===== src/rtl/mem_access.sv =====
// mem_access: pipeline MEM stage. Issues loads and stores on a single-outstanding req/gnt/rvalid bus and registers MEM/WB.
// Optional macro MISALIGN_TRAP_EN turns misaligned half/word accesses into traps instead of bus requests.
`default_nettype none

module mem_access (
  input  logic        clk_i,
  input  logic        rstn_i,
  input  logic [31:0] alu_result_i,
  input  logic [31:0] alu_oper2_i,
  input  logic [3:0]  mem_oper_i,
  input  logic [31:0] csr_wdata_i,
  input  logic [11:0] csr_waddr_i,
  input  logic        csr_we_i,
  input  logic        is_csr_i,
  input  logic        trap_i,
  input  logic        wb_use_mem_i,
  input  logic        write_rd_i,
  input  logic [4:0]  rd_addr_i,
  input  logic        stall_i,
  input  logic        flush_i,
  output logic        dmem_req_o,
  input  logic        dmem_gnt_i,
  output logic [31:0] dmem_addr_o,
  output logic        dmem_we_o,
  output logic [3:0]  dmem_be_o,
  output logic [31:0] dmem_wdata_o,
  input  logic        dmem_rvalid_i,
  input  logic [31:0] dmem_rdata_i,
  output logic        stall_o,
  output logic [31:0] rd_wdata_o,
  output logic        write_rd_o,
  output logic [4:0]  rd_addr_o,
  output logic [31:0] csr_wdata_o,
  output logic [11:0] csr_waddr_o,
  output logic        csr_we_o,
  output logic        is_csr_o,
  output logic        trap_o
);

  localparam logic [3:0] MEM_NOP = 4'd0;
  localparam logic [3:0] MEM_LB  = 4'd1;
  localparam logic [3:0] MEM_LH  = 4'd2;
  localparam logic [3:0] MEM_LW  = 4'd3;
  localparam logic [3:0] MEM_LBU = 4'd4;
  localparam logic [3:0] MEM_LHU = 4'd5;
  localparam logic [3:0] MEM_SB  = 4'd6;
  localparam logic [3:0] MEM_SH  = 4'd7;
  localparam logic [3:0] MEM_SW  = 4'd8;

  localparam logic [1:0] SZ_BYTE = 2'd0;
  localparam logic [1:0] SZ_HALF = 2'd1;
  localparam logic [1:0] SZ_WORD = 2'd2;

  typedef enum logic [1:0] {
    S_IDLE        = 2'd0,
    S_WAIT_GNT    = 2'd1,
    S_WAIT_RVALID = 2'd2
  } state_t;

  state_t      r_state, w_state_n;
  logic        w_is_load, w_is_store, w_unsigned, w_is_mem;
  logic [1:0]  w_size;
  logic        w_misalign, w_start_ok, w_complete, w_capture;
  logic [7:0]  w_byte;
  logic [15:0] w_half;
  logic [31:0] w_load_result, w_load_sel;

  logic        r_hold, r_discard;
  logic [31:0] r_hold_data;
  logic [31:0] r_rd_wdata, r_csr_wdata;
  logic [11:0] r_csr_waddr;
  logic [4:0]  r_rd_addr;
  logic        r_write_rd, r_csr_we, r_is_csr, r_trap;

  always_comb begin
    w_is_load  = 1'b0;
    w_is_store = 1'b0;
    w_unsigned = 1'b0;
    w_size     = SZ_WORD;
    case (mem_oper_i)
      MEM_LB:  begin w_is_load = 1'b1; w_size = SZ_BYTE; end
      MEM_LH:  begin w_is_load = 1'b1; w_size = SZ_HALF; end
      MEM_LW:  begin w_is_load = 1'b1; w_size = SZ_WORD; end
      MEM_LBU: begin w_is_load = 1'b1; w_size = SZ_BYTE; w_unsigned = 1'b1; end
      MEM_LHU: begin w_is_load = 1'b1; w_size = SZ_HALF; w_unsigned = 1'b1; end
      MEM_SB:  begin w_is_store = 1'b1; w_size = SZ_BYTE; end
      MEM_SH:  begin w_is_store = 1'b1; w_size = SZ_HALF; end
      MEM_SW:  begin w_is_store = 1'b1; w_size = SZ_WORD; end
      MEM_NOP: ;
      default: ;
    endcase
  end

  assign w_is_mem = w_is_load | w_is_store;

`ifdef MISALIGN_TRAP_EN
  assign w_misalign = w_is_mem &&
                      (((w_size == SZ_HALF) && alu_result_i[0]) ||
                       ((w_size == SZ_WORD) && (alu_result_i[1:0] != 2'b00)));
`else
  assign w_misalign = 1'b0;
`endif

  assign w_start_ok = w_is_mem && !trap_i && !w_misalign;

  // Lane steering: bus sees the aligned word, lanes selected by the low address bits.
  always_comb begin
    dmem_be_o    = 4'b0000;
    dmem_wdata_o = 32'h0;
    if (w_is_mem) begin
      case (w_size)
        SZ_BYTE: begin
          dmem_be_o    = 4'b0001 << alu_result_i[1:0];
          dmem_wdata_o = {4{alu_oper2_i[7:0]}};
        end
        SZ_HALF: begin
          dmem_be_o    = alu_result_i[1] ? 4'b1100 : 4'b0011;
          dmem_wdata_o = {2{alu_oper2_i[15:0]}};
        end
        default: begin
          dmem_be_o    = 4'b1111;
          dmem_wdata_o = alu_oper2_i;
        end
      endcase
    end
  end

  assign dmem_addr_o = {alu_result_i[31:2], 2'b00};
  assign dmem_we_o   = w_is_store;

  assign w_byte = dmem_rdata_i[{alu_result_i[1:0], 3'b000} +: 8];
  assign w_half = alu_result_i[1] ? dmem_rdata_i[31:16] : dmem_rdata_i[15:0];

  always_comb begin
    case (w_size)
      SZ_BYTE: w_load_result = w_unsigned ? {24'h0, w_byte} : {{24{w_byte[7]}}, w_byte};
      SZ_HALF: w_load_result = w_unsigned ? {16'h0, w_half} : {{16{w_half[15]}}, w_half};
      default: w_load_result = dmem_rdata_i;
    endcase
  end

  assign w_complete = (r_state == S_WAIT_RVALID) && dmem_rvalid_i;
  // A held response already completed the access, so IDLE must not re-issue it.
  assign w_capture  = ((r_state == S_IDLE) && (r_hold || !w_start_ok)) || w_complete;
  assign w_load_sel = r_hold ? r_hold_data : w_load_result;

  always_comb begin
    w_state_n  = r_state;
    dmem_req_o = 1'b0;
    stall_o    = 1'b0;
    case (r_state)
      S_IDLE: begin
        if (w_start_ok && !r_hold) begin
          dmem_req_o = 1'b1;
          stall_o    = 1'b1;
          w_state_n  = dmem_gnt_i ? S_WAIT_RVALID : S_WAIT_GNT;
        end
      end
      S_WAIT_GNT: begin
        dmem_req_o = 1'b1;
        stall_o    = 1'b1;
        if (dmem_gnt_i) w_state_n = S_WAIT_RVALID;
      end
      S_WAIT_RVALID: begin
        if (dmem_rvalid_i) w_state_n = S_IDLE;
        else               stall_o   = 1'b1;
      end
      default: w_state_n = S_IDLE;
    endcase
  end

  always_ff @(posedge clk_i or negedge rstn_i) begin
    if (!rstn_i) r_state <= S_IDLE;
    else         r_state <= w_state_n;
  end

  always_ff @(posedge clk_i or negedge rstn_i) begin
    if (!rstn_i) begin
      r_hold      <= 1'b0;
      r_discard   <= 1'b0;
      r_hold_data <= 32'h0;
      r_rd_wdata  <= 32'h0;
      r_write_rd  <= 1'b0;
      r_rd_addr   <= 5'h0;
      r_csr_wdata <= 32'h0;
      r_csr_waddr <= 12'h0;
      r_csr_we    <= 1'b0;
      r_is_csr    <= 1'b0;
      r_trap      <= 1'b0;
    end else if (flush_i) begin
      r_write_rd <= 1'b0;
      r_csr_we   <= 1'b0;
      r_trap     <= 1'b0;
      r_hold     <= 1'b0;
      // An access still in flight finishes on the bus but its result is dropped.
      r_discard  <= (w_state_n != S_IDLE);
    end else if (stall_i) begin
      if (w_complete) begin
        r_hold      <= 1'b1;
        r_hold_data <= w_load_result;
      end
    end else if (w_capture) begin
      r_rd_wdata  <= wb_use_mem_i ? w_load_sel : alu_result_i;
      r_write_rd  <= write_rd_i && !w_misalign && !r_discard;
      r_rd_addr   <= rd_addr_i;
      r_csr_wdata <= csr_wdata_i;
      r_csr_waddr <= csr_waddr_i;
      r_csr_we    <= csr_we_i && !w_misalign && !r_discard;
      r_is_csr    <= is_csr_i;
      r_trap      <= (trap_i || w_misalign) && !r_discard;
      r_hold      <= 1'b0;
      r_discard   <= 1'b0;
    end
  end

  assign rd_wdata_o  = r_rd_wdata;
  assign write_rd_o  = r_write_rd;
  assign rd_addr_o   = r_rd_addr;
  assign csr_wdata_o = r_csr_wdata;
  assign csr_waddr_o = r_csr_waddr;
  assign csr_we_o    = r_csr_we;
  assign is_csr_o    = r_is_csr;
  assign trap_o      = r_trap;

endmodule

`default_nettype wire


===== config.mk =====
export PLATFORM = sky130hd
export DESIGN_NAME = mem_access
export DESIGN_NICKNAME = d
export VERILOG_FILES = /design/src/rtl/mem_access.sv
export SDC_FILE = /design/constraint.sdc
export NUM_CORES = 1
export LEC_CHECK = 0
export ABC_AREA = 0
export BUFFER_PORTS_ARGS = -buffer_cell sky130_fd_sc_hd__buf_2
export CORE_MARGIN = 4
export CORE_UTILIZATION = 43
export DETAILED_ROUTE_END_ITERATION = 8
export PLACE_DENSITY = 0.77
export SETUP_SLACK_MARGIN = 0.15
export SYNTH_ARGS = -nofsm -noshare
export SYNTH_HDL_FRONTEND = slang
export SYNTH_SLANG_ARGS = --single-unit
export TNS_END_PERCENT = 30

===== constraint.sdc =====
create_clock -name clk_i -period 1.8 [get_ports clk_i]
set_input_delay 0.18 -clock clk_i [delete_from_list [all_inputs] [get_ports clk_i]]
set_output_delay 0.18 -clock clk_i [all_outputs]
set_load 0.01 [all_outputs]

==> metrics.md <==
| Metric | Value |
|---|---|
| Register-to-register setup slack | `-0.06 ns` |
| Max Clock Freq | `537 MHz` |
| Pre-Repair DR Iteration Count | `8` |
| CP max stage delay | `0.37 ns` |
| WL/cell | `21.6 µm` |
| Final worst-path cycle share | `1.04` |
| Worst Path Max Fanout | `8` |
| Gr ovfl total | `0` |
| Final setup violation count | `42` |
| EDFF count, synth | `0` |
| Clock sinks | `121` |
| Initial antenna violation count | `5` |
| Row cnt | `45` |
| Crit Path Category | `register to register` |
| Setup crit end kind | `register` |
| Yosys Warn Count | `0` |
| Vias in the first global route | `7723` |
| Max Slew Vio Count | `0` |
| Setup TNS | `-1.12 ns` |
| Crit path cell chain | `nor2b_4, or3_4, a211o_4, buf_12, clkbuf_16, nand2_1, nand2_1` |
| All-Layer GR Usage | `0.291` |
| Cells on worst reg2reg path | `7` |
| Post-synthesis cell area | `6890 µm²` |
| Post-layout utilization of the core | `0.694` |
| Minimum clock period | `1.86 ns` |
| CTS Root Cell | `clkbuf_16` |
| Power Density | `1060 nW/µm²` |
| CTS buffer count | `17` |
| Ys async rst share | `1.00` |
| Post-DP HPWL | `19300 µm` |
| Fin area | `10700 µm²` |
| Reg2reg start | `r_state[1]` |
| CORE AREA | `15400 µm²` |
| IO Pins | `316` |
| Layout net count | `1339` |
| Clock buffer depth | `2` |
| Largest net degree at the start of global routing | `41` |
| Commonest non-fill, non-tap cell in the layout | `buf_2` |
| CP dominant cell by count | `nand2_1` |
| Sequential element share of the synthesized area | `0.440` |
| Seq cells post-synth | `121` |
| Global-route wire length before repair | `41500 µm` |
| Worst min path class | `input port to register` |
| Routed WL | `30300 µm` |
| Req. time, crit path | `2.10 ns` |
| R2r endpoint | `csr_wdata_o[6]` |
| Avg Cell Area, Syn | `8.45 µm²` |
| Share of cells above drive strength 1 | `0.439` |
| Max-slew headroom at the worst pin | `0.625` |
| Worst vdd ir | `685 µV` |
| Vias per cell | `5.82` |
| RSZ-0062 raised after global routing | `true` |
| DRT antenna net count | `0` |
| Layout area overhead | `55.5%` |
| Mapped Cells | `815` |
| Fin. Hold Viols | `0` |
| Outcome | `finished with violations` |
| Skew-Pair Late Insertion Delay | `0.42 ns` |
| Hold EP | `csr_wdata_o[8]` |
| Failing checks | `negative setup slack` |
| Initial core utilization | `0.446` |
| Worst EP arrival | `2.16 ns` |
| Synth Flop Type | `dfrtp_1` |
| Clock Skew | `0.00998 ns` |
| Drt drc | `0` |
| Hold WS | `0.0291 ns` |
| Die width | `135 µm` |
| Actual slew at the worst max-slew pin | `0.563 ns` |
| PnR worst setup slack | `-0.0632 ns` |
| Commonest cells after routing, fill and taps aside | `buf_2, nand2_1, dfrtp_1, a21oi_1, dlygate4sd3_1` |
| Die area | `18100 µm²` |
| Drt initial violations | `769` |
| H-tree depth | `4` |
| Clk pin slew, worst setup/hold paths | `0.06 ns` |
| Fillers | `1089` |
| Port Buffer Count | `313` |
| Die height | `135 µm` |
| Startpoint Class | `register` |
| Gpl congestion | `0.876` |
| CTS tree | `yes` |
| Max-Cap Viols | `0` |
| Vias | `8182` |
| Placed Area | `8970 µm²` |
| Unique cell type count in the Yosys netlist | `58` |
| Lkg Pwr | `5.46 nW` |
| Min-delay src | `csr_wdata_i[8]` |
| CP max stage cell | `dfrtp_1` |
| Hold Path Cell Cnt | `3` |
==> worst max path at each step <==
stage / startpoint / endpoint / slack [ns] / cells after the start
3_3_place_gp: mem_oper_i[1] / rd_wdata_o[7] / -0.08 / 6
6_report: r_state[1] / csr_wdata_o[6] / -0.06 / 7
2_1_floorplan: r_state[1] / csr_wdata_o[10] / 0.10 / 8
5_1_grt: r_state[1] / rd_wdata_o[18] / -0.11 / 8
3_5_place_dp: mem_oper_i[1] / rd_wdata_o[7] / -0.08 / 6
4_1_cts: r_state[1] / dmem_req_o / -0.03 / 7
==> critical path, delay by kind of cell (launching register included) <==
family / cells / cell delay [ns]
and+or+nand+nor: 4 / 0.65
DFF: 1 / 0.37
AOI/OAI and AO/OA: 1 / 0.37
buffers and inverters: 2 / 0.35
==> Yosys cell counts (all sizes together) (3+ instances only) <==
cell type / instances / area share
and2: 10 / 0.0091
mux4: 8 / 0.026
clkbuf: 41 / 0.022
a22o: 6 / 0.0076
nor3: 6 / 0.0067
a21o: 22 / 0.024
a211oi: 16 / 0.018
o31ai: 8 / 0.0087
mux2i: 8 / 0.012
o211ai: 8 / 0.0087
a31oi: 9 / 0.0082
buf: 55 / 0.056
and3: 7 / 0.0064
a311oi: 15 / 0.019
a222oi: 7 / 0.010
o22ai: 23 / 0.021
dfrtp: 121 / 0.44
o22a: 7 / 0.0089
nand2: 240 / 0.13
o21ai: 40 / 0.029
a221oi: 8 / 0.011
nor2: 41 / 0.023
inv: 10 / 0.0055
a21oi: 66 / 0.050
xnor2: 3 / 0.0038
==> power by group <==
group	leakage, nW	total, mW	switching [mW]	internal [mW]
registers	1.50	4.25	0.641	3.61
clock network	0.284	3.43	1.36	2.07
logic	3.68	3.72	2.06	1.65
total	5.46	11.4	4.07	7.33
==> cells by family (layout without fill, tap and decap cells) <==
family,after synthesis,after routing,synth area share
compound gates,245,245,0.237
xor+xnor,4,4,0.00509
fa+ha+maj,2,2,0.00291
buf+inv,106,482,0.0841
flops,121,121,0.440
mux,17,17,0.0394
other cells,1,4,0.000545
simple gates,319,319,0.191
==> metrics by stage <==
stage	std cells	power (mW)	worst slack [ns]
after floorplan	816	5.76	0.101
after global placement	1308	7.14	-0.0769
after detailed placement	1308	7.26	-0.0831
after CTS	1397	10.9	-0.0346
after global routing	1405	11.9	-0.112
final	1405	11.4	-0.0632
==> registers in the layout, summed over array words and instances, names as in the netlist, 2 cells and up <==
| name | count |
|---|---|
| csr_wdata_o | 32 |
| r_hold_data | 32 |
| rd_wdata_o | 32 |
| csr_waddr_o | 12 |
| rd_addr_o | 5 |
| r_state | 2 |
==> layer usage <==
metal  part of all wire  vias up  track usage
met4              0.055        6        0.150
met1               0.35     3874        0.334
li1                   -     3593            -
met3              0.098      130       0.0719
met5             0.0013        -            0
met2               0.50      579        0.503
==> layout make-up <==
type | count | area [µm²] | area share
Tap cell | 211 | 264 | 0.0247
Antenna cell | 2 | 5.00 | 0.000468
Inverter | 10 | 37.5 | 0.00351
Sequential cell | 121 | 3030 | 0.283
Multi-Input combinational cell | 589 | 3790 | 0.354
Timing Repair Buffer | 440 | 2990 | 0.280
Clock inverter | 14 | 161 | 0.0151
Clock buffer | 18 | 429 | 0.0401
==> timing repair <==
item,CTS,global route
pin swaps,8,44
endpoints found under the hold margin,83,0
setup buffers,2,2
endpoints found under the setup margin,86,124
hold buffers,53,0
gates cloned,2,4
resized for setup,24,87
Power figures use the tool's default switching activity.
